## src/rtl/exec_unit_p_pkg.sv

```systemverilog
// Shared encodings for the execute stage: ALU op classes, R-type function codes,
// multiply FSM states and control-bundle bit positions.
package exec_unit_p_pkg;

    typedef enum logic [1:0] {
        AluAdd   = 2'b00,
        AluSub   = 2'b01,
        AluRtype = 2'b10,
        AluRsvd  = 2'b11
    } alu_op_e;

    localparam logic [5:0] FunctAdd = 6'd0;
    localparam logic [5:0] FunctSub = 6'd1;
    localparam logic [5:0] FunctMul = 6'd2;
    localparam logic [5:0] FunctAnd = 6'd3;
    localparam logic [5:0] FunctOr  = 6'd4;
    localparam logic [5:0] FunctSlt = 6'd5;

    typedef enum logic [1:0] {
        StIdle    = 2'd0,
        StMulBusy = 2'd1,
        StMulDone = 2'd2
    } state_e;

    // ctrl_in = {mem_read, mem_write, reg_write, mem_to_reg}
    localparam int unsigned CtrlW        = 4;
    localparam int unsigned CtrlMemRead  = 3;
    localparam int unsigned CtrlMemWrite = 2;
    localparam int unsigned CtrlRegWrite = 1;
    localparam int unsigned CtrlMemToReg = 0;

endpackage

```

## src/rtl/exec_unit_p_if.sv

```systemverilog
// ID/EX input bundle, forwarding sources and EX/DM output bundle of the execute stage.
interface exec_unit_p_if #(
    parameter int unsigned DATA_W = 32,
    parameter int unsigned REG_AW = 5
);
    logic              in_valid, stall_in, flush;
    logic [1:0]        alu_op;
    logic [5:0]        funct;
    logic              alu_src, reg_dst, branch;
    logic [3:0]        ctrl_in;
    logic [DATA_W-1:0] pc, rs_data, rt_data, imm;
    logic [REG_AW-1:0] rs_addr, rt_addr, rd_addr;
    logic              exdm_reg_write, dmwb_reg_write;
    logic [REG_AW-1:0] exdm_rd, dmwb_rd;
    logic [DATA_W-1:0] exdm_result, dmwb_result;

    logic              busy, out_valid, zero, branch_taken;
    logic [DATA_W-1:0] result, store_data, branch_target;
    logic [REG_AW-1:0] rd_out;
    logic [3:0]        ctrl_out;

    modport master (
        output in_valid, stall_in, flush, alu_op, funct, alu_src, reg_dst, branch, ctrl_in,
               pc, rs_data, rt_data, imm, rs_addr, rt_addr, rd_addr,
               exdm_reg_write, dmwb_reg_write, exdm_rd, dmwb_rd, exdm_result, dmwb_result,
        input  busy, out_valid, zero, branch_taken, result, store_data, branch_target,
               rd_out, ctrl_out
    );

    modport slave (
        input  in_valid, stall_in, flush, alu_op, funct, alu_src, reg_dst, branch, ctrl_in,
               pc, rs_data, rt_data, imm, rs_addr, rt_addr, rd_addr,
               exdm_reg_write, dmwb_reg_write, exdm_rd, dmwb_rd, exdm_result, dmwb_result,
        output busy, out_valid, zero, branch_taken, result, store_data, branch_target,
               rd_out, ctrl_out
    );

endinterface

```

## src/rtl/exec_fwd_mux.sv

```systemverilog
// Operand forwarding select: EX/DM result beats DM/WB result beats register-file value.
module exec_fwd_mux #(
    parameter int unsigned DATA_W = 32,
    parameter int unsigned REG_AW = 5
) (
    input  logic [REG_AW-1:0] src_addr_i,
    input  logic [DATA_W-1:0] reg_data_i,
    input  logic              exdm_reg_write_i,
    input  logic [REG_AW-1:0] exdm_rd_i,
    input  logic [DATA_W-1:0] exdm_result_i,
    input  logic              dmwb_reg_write_i,
    input  logic [REG_AW-1:0] dmwb_rd_i,
    input  logic [DATA_W-1:0] dmwb_result_i,
    output logic [DATA_W-1:0] fwd_data_o
);

    logic exdm_hit, dmwb_hit;

    // Register zero is hard-wired, so a write "to" it never forwards.
    assign exdm_hit = exdm_reg_write_i && (exdm_rd_i == src_addr_i) && (src_addr_i != '0);
    assign dmwb_hit = dmwb_reg_write_i && (dmwb_rd_i == src_addr_i) && (src_addr_i != '0);

    always_comb begin
        fwd_data_o = reg_data_i;
        if (exdm_hit) begin
            fwd_data_o = exdm_result_i;
        end else if (dmwb_hit) begin
            fwd_data_o = dmwb_result_i;
        end
    end

endmodule

```

## src/rtl/exec_unit_p.sv

```systemverilog
// Pipeline execute stage: forwarded ALU ops in one cycle, multiply through a small
// busy/done FSM, branch resolution, with stall, flush and synchronous reset.
module exec_unit_p
    import exec_unit_p_pkg::*;
#(
    parameter int unsigned DATA_W  = 32,
    parameter int unsigned REG_AW  = 5,
    parameter int unsigned MUL_LAT = 3
) (
    input logic         clk,
    input logic         reset,
    exec_unit_p_if.slave bus
);

    localparam bit         MulMulti = (MUL_LAT > 1);
    localparam logic [2:0] CntLast  = 3'((MUL_LAT > 1) ? MUL_LAT - 2 : 0);

    logic [DATA_W-1:0] op_a, rt_fwd, op_b, alu_res;
    logic              alu_ok, is_mul, cmp_zero;
    logic [3:0]        ctrl_eff;
    alu_op_e           op;

    exec_fwd_mux #(.DATA_W(DATA_W), .REG_AW(REG_AW)) u_fwd_a (
        .src_addr_i       (bus.rs_addr),
        .reg_data_i       (bus.rs_data),
        .exdm_reg_write_i (bus.exdm_reg_write),
        .exdm_rd_i        (bus.exdm_rd),
        .exdm_result_i    (bus.exdm_result),
        .dmwb_reg_write_i (bus.dmwb_reg_write),
        .dmwb_rd_i        (bus.dmwb_rd),
        .dmwb_result_i    (bus.dmwb_result),
        .fwd_data_o       (op_a)
    );

    exec_fwd_mux #(.DATA_W(DATA_W), .REG_AW(REG_AW)) u_fwd_b (
        .src_addr_i       (bus.rt_addr),
        .reg_data_i       (bus.rt_data),
        .exdm_reg_write_i (bus.exdm_reg_write),
        .exdm_rd_i        (bus.exdm_rd),
        .exdm_result_i    (bus.exdm_result),
        .dmwb_reg_write_i (bus.dmwb_reg_write),
        .dmwb_rd_i        (bus.dmwb_rd),
        .dmwb_result_i    (bus.dmwb_result),
        .fwd_data_o       (rt_fwd)
    );

    assign op       = alu_op_e'(bus.alu_op);
    assign op_b     = (bus.alu_src || op == AluAdd) ? bus.imm : rt_fwd;
    assign cmp_zero = (op_a == op_b);

    always_comb begin
        alu_res = '0;
        alu_ok  = 1'b1;
        is_mul  = 1'b0;
        unique case (op)
            AluAdd:   alu_res = op_a + op_b;
            AluSub:   alu_res = op_a - op_b;
            AluRtype: begin
                case (bus.funct)
                    FunctAdd: alu_res = op_a + op_b;
                    FunctSub: alu_res = op_a - op_b;
                    FunctMul: begin
                        alu_res = op_a * op_b;
                        is_mul  = 1'b1;
                    end
                    FunctAnd: alu_res = op_a & op_b;
                    FunctOr:  alu_res = op_a | op_b;
                    FunctSlt: alu_res = {{(DATA_W-1){1'b0}}, ($signed(op_a) < $signed(op_b))};
                    default:  alu_ok = 1'b0;
                endcase
            end
            AluRsvd:  alu_ok = 1'b0;
        endcase
        ctrl_eff = bus.ctrl_in;
        if (!alu_ok) begin
            ctrl_eff[CtrlMemWrite] = 1'b0;
            ctrl_eff[CtrlRegWrite] = 1'b0;
        end
    end

    state_e            state_q, state_d;
    logic [2:0]        cnt_q, cnt_d;
    logic [DATA_W-1:0] mul_a_q, mul_a_d, mul_b_q, mul_b_d;
    logic [3:0]        mul_ctrl_q, mul_ctrl_d;
    logic              valid_q, valid_d, zero_q, zero_d, taken_q, taken_d;
    logic [DATA_W-1:0] result_q, result_d, store_q, store_d, target_q, target_d;
    logic [REG_AW-1:0] rd_q, rd_d;
    logic [3:0]        ctrl_q, ctrl_d;

    always_comb begin
        state_d    = state_q;
        cnt_d      = cnt_q;
        mul_a_d    = mul_a_q;
        mul_b_d    = mul_b_q;
        mul_ctrl_d = mul_ctrl_q;
        valid_d    = valid_q;
        zero_d     = zero_q;
        taken_d    = taken_q;
        result_d   = result_q;
        store_d    = store_q;
        target_d   = target_q;
        rd_d       = rd_q;
        ctrl_d     = ctrl_q;

        // The multiply latency counter keeps running under stall and saturates.
        if (state_q == StMulBusy && cnt_q != CntLast) begin
            cnt_d = cnt_q + 3'd1;
        end

        if (bus.flush) begin
            state_d = StIdle;
            cnt_d   = '0;
            valid_d = 1'b0;
            ctrl_d  = '0;
            taken_d = 1'b0;
        end else if (!bus.stall_in) begin
            unique case (state_q)
                StIdle: begin
                    valid_d  = bus.in_valid;
                    ctrl_d   = bus.in_valid ? ctrl_eff : 4'b0000;
                    taken_d  = bus.branch & cmp_zero & bus.in_valid;
                    zero_d   = cmp_zero;
                    result_d = alu_res;
                    store_d  = rt_fwd;
                    target_d = bus.pc + bus.imm;
                    rd_d     = bus.reg_dst ? bus.rd_addr : bus.rt_addr;
                    if (bus.in_valid && is_mul && MulMulti) begin
                        state_d    = StMulBusy;
                        cnt_d      = '0;
                        valid_d    = 1'b0;
                        ctrl_d     = '0;
                        taken_d    = 1'b0;
                        mul_a_d    = op_a;
                        mul_b_d    = op_b;
                        mul_ctrl_d = ctrl_eff;
                    end
                end
                StMulBusy: begin
                    if (cnt_q == CntLast) begin
                        state_d  = StMulDone;
                        cnt_d    = '0;
                        valid_d  = 1'b1;
                        result_d = mul_a_q * mul_b_q;
                        ctrl_d   = mul_ctrl_q;
                    end
                end
                StMulDone: begin
                    state_d = StIdle;
                    valid_d = 1'b0;
                    ctrl_d  = '0;
                    taken_d = 1'b0;
                end
                default: state_d = StIdle;
            endcase
        end
    end

    always_ff @(posedge clk) begin
        if (reset) begin
            state_q    <= StIdle;
            cnt_q      <= '0;
            mul_a_q    <= '0;
            mul_b_q    <= '0;
            mul_ctrl_q <= '0;
            valid_q    <= 1'b0;
            zero_q     <= 1'b0;
            taken_q    <= 1'b0;
            result_q   <= '0;
            store_q    <= '0;
            target_q   <= '0;
            rd_q       <= '0;
            ctrl_q     <= '0;
        end else begin
            state_q    <= state_d;
            cnt_q      <= cnt_d;
            mul_a_q    <= mul_a_d;
            mul_b_q    <= mul_b_d;
            mul_ctrl_q <= mul_ctrl_d;
            valid_q    <= valid_d;
            zero_q     <= zero_d;
            taken_q    <= taken_d;
            result_q   <= result_d;
            store_q    <= store_d;
            target_q   <= target_d;
            rd_q       <= rd_d;
            ctrl_q     <= ctrl_d;
        end
    end

    assign bus.busy          = (state_q != StIdle);
    assign bus.out_valid     = valid_q;
    assign bus.zero          = zero_q;
    assign bus.branch_taken  = taken_q;
    assign bus.result        = result_q;
    assign bus.store_data    = store_q;
    assign bus.branch_target = target_q;
    assign bus.rd_out        = rd_q;
    assign bus.ctrl_out      = ctrl_q;

endmodule

```

## src/flat_wrapper.sv

```systemverilog
// flat-port wrapper written by rule: the top's interface ports become plain ports
module exec_unit_p_flat import exec_unit_p_pkg::*;
#(
    parameter int unsigned DATA_W  = 32,
    parameter int unsigned REG_AW  = 5,
    parameter int unsigned MUL_LAT = 3
)
  (clk, reset, bus_in_valid, bus_stall_in, bus_flush, bus_alu_op, bus_funct, bus_alu_src, bus_reg_dst, bus_branch, bus_ctrl_in, bus_pc, bus_rs_data, bus_rt_data, bus_imm, bus_rs_addr, bus_rt_addr, bus_rd_addr, bus_exdm_reg_write, bus_dmwb_reg_write, bus_exdm_rd, bus_dmwb_rd, bus_exdm_result, bus_dmwb_result, bus_busy, bus_out_valid, bus_zero, bus_branch_taken, bus_result, bus_store_data, bus_branch_target, bus_rd_out, bus_ctrl_out);
  exec_unit_p_if #(.DATA_W(DATA_W), .REG_AW(REG_AW)) bus_i ();
  input logic clk;
  input logic reset;
  input wire logic [$bits(bus_i.in_valid)-1:0] bus_in_valid;
  input wire logic [$bits(bus_i.stall_in)-1:0] bus_stall_in;
  input wire logic [$bits(bus_i.flush)-1:0] bus_flush;
  input wire logic [$bits(bus_i.alu_op)-1:0] bus_alu_op;
  input wire logic [$bits(bus_i.funct)-1:0] bus_funct;
  input wire logic [$bits(bus_i.alu_src)-1:0] bus_alu_src;
  input wire logic [$bits(bus_i.reg_dst)-1:0] bus_reg_dst;
  input wire logic [$bits(bus_i.branch)-1:0] bus_branch;
  input wire logic [$bits(bus_i.ctrl_in)-1:0] bus_ctrl_in;
  input wire logic [$bits(bus_i.pc)-1:0] bus_pc;
  input wire logic [$bits(bus_i.rs_data)-1:0] bus_rs_data;
  input wire logic [$bits(bus_i.rt_data)-1:0] bus_rt_data;
  input wire logic [$bits(bus_i.imm)-1:0] bus_imm;
  input wire logic [$bits(bus_i.rs_addr)-1:0] bus_rs_addr;
  input wire logic [$bits(bus_i.rt_addr)-1:0] bus_rt_addr;
  input wire logic [$bits(bus_i.rd_addr)-1:0] bus_rd_addr;
  input wire logic [$bits(bus_i.exdm_reg_write)-1:0] bus_exdm_reg_write;
  input wire logic [$bits(bus_i.dmwb_reg_write)-1:0] bus_dmwb_reg_write;
  input wire logic [$bits(bus_i.exdm_rd)-1:0] bus_exdm_rd;
  input wire logic [$bits(bus_i.dmwb_rd)-1:0] bus_dmwb_rd;
  input wire logic [$bits(bus_i.exdm_result)-1:0] bus_exdm_result;
  input wire logic [$bits(bus_i.dmwb_result)-1:0] bus_dmwb_result;
  output wire logic [$bits(bus_i.busy)-1:0] bus_busy;
  output wire logic [$bits(bus_i.out_valid)-1:0] bus_out_valid;
  output wire logic [$bits(bus_i.zero)-1:0] bus_zero;
  output wire logic [$bits(bus_i.branch_taken)-1:0] bus_branch_taken;
  output wire logic [$bits(bus_i.result)-1:0] bus_result;
  output wire logic [$bits(bus_i.store_data)-1:0] bus_store_data;
  output wire logic [$bits(bus_i.branch_target)-1:0] bus_branch_target;
  output wire logic [$bits(bus_i.rd_out)-1:0] bus_rd_out;
  output wire logic [$bits(bus_i.ctrl_out)-1:0] bus_ctrl_out;
  assign bus_i.in_valid = bus_in_valid;
  assign bus_i.stall_in = bus_stall_in;
  assign bus_i.flush = bus_flush;
  assign bus_i.alu_op = bus_alu_op;
  assign bus_i.funct = bus_funct;
  assign bus_i.alu_src = bus_alu_src;
  assign bus_i.reg_dst = bus_reg_dst;
  assign bus_i.branch = bus_branch;
  assign bus_i.ctrl_in = bus_ctrl_in;
  assign bus_i.pc = bus_pc;
  assign bus_i.rs_data = bus_rs_data;
  assign bus_i.rt_data = bus_rt_data;
  assign bus_i.imm = bus_imm;
  assign bus_i.rs_addr = bus_rs_addr;
  assign bus_i.rt_addr = bus_rt_addr;
  assign bus_i.rd_addr = bus_rd_addr;
  assign bus_i.exdm_reg_write = bus_exdm_reg_write;
  assign bus_i.dmwb_reg_write = bus_dmwb_reg_write;
  assign bus_i.exdm_rd = bus_exdm_rd;
  assign bus_i.dmwb_rd = bus_dmwb_rd;
  assign bus_i.exdm_result = bus_exdm_result;
  assign bus_i.dmwb_result = bus_dmwb_result;
  assign bus_busy = bus_i.busy;
  assign bus_out_valid = bus_i.out_valid;
  assign bus_zero = bus_i.zero;
  assign bus_branch_taken = bus_i.branch_taken;
  assign bus_result = bus_i.result;
  assign bus_store_data = bus_i.store_data;
  assign bus_branch_target = bus_i.branch_target;
  assign bus_rd_out = bus_i.rd_out;
  assign bus_ctrl_out = bus_i.ctrl_out;
  exec_unit_p #(.DATA_W(DATA_W), .REG_AW(REG_AW), .MUL_LAT(MUL_LAT)) u_core (.clk(clk), .reset(reset), .bus(bus_i));
endmodule
```

## config.mk

```make
export PLATFORM = sky130hd
export DESIGN_NAME = exec_unit_p_flat
export DESIGN_NICKNAME = d
export VERILOG_FILES = /design/src/rtl/exec_unit_p_pkg.sv /design/src/rtl/exec_unit_p_if.sv /design/src/rtl/exec_fwd_mux.sv /design/src/rtl/exec_unit_p.sv /design/src/flat_wrapper.sv
export SDC_FILE = /design/constraint.sdc
export NUM_CORES = 2
export LEC_CHECK = 0
export ABC_AREA = 1
export CAP_MARGIN = 30
export CORE_MARGIN = 2
export CORE_UTILIZATION = 65
export DETAILED_ROUTE_END_ITERATION = 8
export MAX_ROUTING_LAYER = met4
export PLACE_DENSITY = 0.95
export SYNTH_ARGS = -nofsm -noshare
export SYNTH_HDL_FRONTEND = slang
export SYNTH_HIERARCHICAL = 1
export SYNTH_SLANG_ARGS = --single-unit
```

## constraint.sdc

```tcl
create_clock -name clk -period 27 [get_ports clk]
set_input_delay 4.05 -clock clk [delete_from_list [all_inputs] [get_ports clk]]
set_output_delay 4.05 -clock clk [all_outputs]
set_load 0.005 [all_outputs]
```

==> results.cfg <==
[outcome]
outcome = finished, violations left
violations = DRC

[synth]
syn_inst = 6677
synth_flop_cell = dfxtp_1
ys_seq_elements = 181
synth.net_count = 8114
ys_types = 57
ys_warn_count = 6
synthArstFlopShare = 0
avgSynthCellArea_sq_um = 7.156
seq_area_frac_synth = 0.07584
synth-edff-count = 0
syn_area_sq_um = 47780

[sta]
max_freq_ghz = 0.06912
slew_violations = 0
slew_headroom = 0.2605
hold_viol = 0
fin_skew_ps = 27.61
tightest_slew_ps = 1108
post-route-period-util = 0.5359
finalSetupTns_ps = 0
rsz0062_at_grt = false
setup_viol = 0
fin_crit_ps = 14470

[clock_network]
clk_latency_ps = 520
cts_tree = done
clk_path_buf_depth = 2
cts_setup_buffers = 0
cts.sinks = 181
ctsHtreeMaxLevel = 4
cts_root_buf = clkbuf_16
clk_pin_slew_ps = 90
cts_hold_buf = 0
cts_resized = 0
numCtsBuffers = 17

[global_routing]
grt_max_degree = 112
grt_antenna_before_repair = 9
globalRoute.totalOverflow = 0
grt_pass1_vias = 50950
grt_util_all_layers = 0.5681
grt_pass1_wl_um = 304300

[floorplanning]
die_y_um = 275.1
rows = 99
dieArea_sq_um = 75690
start_util = 0.6560
core-area_sq_um = 72830
io_pins = 348
die-width_um = 275.1

[setup_path]
cp_slowest_cell = nand2_1
required_ps = 27390
critPathMostFrequentCell = fa_1
cp-start-kind = input port
crit_path_end_kind = flip-flop
cp.arrival_ps = 14860
path_class = in2reg
max_stage_delay_ps = 740
critPathMaxFanout = 33

[route]
drt_iter0_drc = 8150
dr.pass1.iters = 9
drc = 21
routed_wl_um = 206800
vias_per_cell = 6.308
wl_per_cell_um = 26.45
vias = 49310
ant_nets = 0

[final_layout]
drive_gt1_frac = 0.03274
syn2layout_area_growth_pct = 10.36
fin_nets = 8266

[place]
hpwl_um = 161800
io_buffers = 347
place_congestion = 1.089

[worst_hold_path]
worst_hold_path_type = reg2reg

[run]
maxCapViolCount = 0
-- worst max-delay path: cells and delay by family --
| kind | cells | cell delay, ps |
|---|---|---|
| AOI/OAI and AO/OA | 6 | 1530 |
| and+or+nand+nor | 14 | 2400 |
| adders and majority gates | 10 | 4380 |
| buffers and inverters | 10 | 2450 |
-- per-stage QoR --
stage | hold slack, ps | util | cell area [sq um] | instances | setup slack [ps]
6_report | 483.0 | 0.7240 | 52730 | 7817 | 12530
5_1_grt | 509.0 | 0.7238 | 52720 | 7811 | 12250
4_1_cts | 479.0 | 0.7200 | 52440 | 7791 | 12960
3_5_place_dp | 459.8 | 0.7117 | 51830 | 7759 | 12410
3_3_place_gp | 447.6 | 0.7097 | 51690 | 7753 | 12300
2_1_floorplan | 440.6 | - | 47780 | 6677 | 15500
-- cells in the mapped netlist, types with 12 or more instances --
| library cell | n | area [sq um] |
|---|---|---|
| inv_1 | 1533 | 5754 |
| nand2_1 | 1519 | 5702 |
| fa_1 | 819 | 16400 |
| nor2_1 | 555 | 2083 |
| ha_1 | 379 | 4742 |
| a21oi_1 | 331 | 1657 |
| nand3_1 | 296 | 1481 |
| o21ai_0 | 296 | 1481 |
| clkbuf_1 | 235 | 882.1 |
| dfxtp_1 | 181 | 3623 |
| xor2_1 | 72 | 630.6 |
| xnor2_1 | 61 | 534.3 |
| nand4_1 | 27 | 168.9 |
| a31oi_1 | 26 | 162.7 |
| buf_1 | 24 | 90.09 |
| o21a_1 | 24 | 180.2 |
| nor3_1 | 23 | 115.1 |
| or2_2 | 23 | 143.9 |
| inv_2 | 22 | 82.58 |
| o221ai_1 | 20 | 175.2 |
| buf_4 | 18 | 135.1 |
| o211ai_1 | 18 | 135.1 |
| o21bai_1 | 15 | 112.6 |
| buf_6 | 14 | 157.7 |
| buf_2 | 13 | 65.06 |
| nand2_2 | 13 | 81.33 |
| a21o_1 | 12 | 90.09 |
-- flip-flops by register name, summed over array words and instances (netlist names), 2 cells and up --
name,flops
u_core/bus.branch_target,32
u_core/bus.ctrl_out,4
u_core/bus.rd_out,5
u_core/bus.result,32
u_core/bus.store_data,32
u_core/cnt_q,3
u_core/mul_a_q,32
u_core/mul_b_q,32
u_core/mul_ctrl_q,4
u_core/state_q,2
-- routing by layer --
layer	vias to the layer above	wire, um	track usage
met2	4646	84240	0.7869
li1	20250	-	-
met5	-	0	-
met4	0	22960	0.4622
met3	1690	34630	0.2669
met1	22730	64930	0.6191
-- layout by cell type, fill, tap and decap left out, types with 12 or more instances in the layout --
cell type / netlist / layout
nor2_1: 555 / 553
o21bai_1: 15 / 15
xnor2_1: 61 / 61
dfxtp_1: 181 / 181
inv_1: 1533 / 1532
nand3_1: 296 / 296
or2_2: 23 / 23
xor2_1: 72 / 72
nand2_1: 1519 / 1519
a21oi_1: 331 / 331
clkbuf_16: 0 / 17
buf_16: 0 / 12
nand4_1: 27 / 27
o221ai_1: 20 / 20
clkdlybuf4s50_1: 0 / 346
a21o_1: 12 / 12
nor3_1: 23 / 22
fa_1: 819 / 819
o21ai_0: 296 / 296
inv_2: 22 / 22
buf_4: 18 / 75
o211ai_1: 18 / 18
nand2_2: 13 / 13
ha_1: 379 / 379
diode_2: 0 / 16
a31oi_1: 26 / 26
o21a_1: 24 / 24
-- layout make-up --
class                   count  area, sq um
diodes                     16        40.04
flip-flops and latches    181         3623
repair buffers            438         4424
clock buffers              18        439.2
well taps                 959         1200
clock inverters            14        170.2
multi-input cells        4629        36970
fillers                  5421        20100
inverters                1562         5864
-- final timing paths --
kind,from,cells past startpoint,end,slack (ps)
worst min register to register,u_core/mul_b_q[31],1,u_core/mul_b_q[31],480
worst max register to register,u_core/mul_a_q[17],32,u_core/bus.result[31],18460
worst min-delay path,u_core/mul_b_q[31],1,u_core/mul_b_q[31],480
worst max-delay path,bus_rt_addr[4],40,u_core/bus.result[27],12530
-- logic make-up (layout without fill, tap and decap cells) --
| family | after synthesis | count (layout) | share of synthesized area |
|---|---|---|---|
| xor+xnor | 134 | 134 | 0.02472 |
| flops | 181 | 181 | 0.07584 |
| simple gates | 2488 | 2488 | 0.2112 |
| other cells | 0 | 16 | 0 |
| fa+ha+maj | 1198 | 1198 | 0.4424 |
| compound gates | 809 | 809 | 0.09503 |
| buf+inv | 1867 | 2032 | 0.1509 |
Power is left out: the tool's default activity adds up to more than one toggle a clock period on the data nets, which glitch-free logic cannot reach.
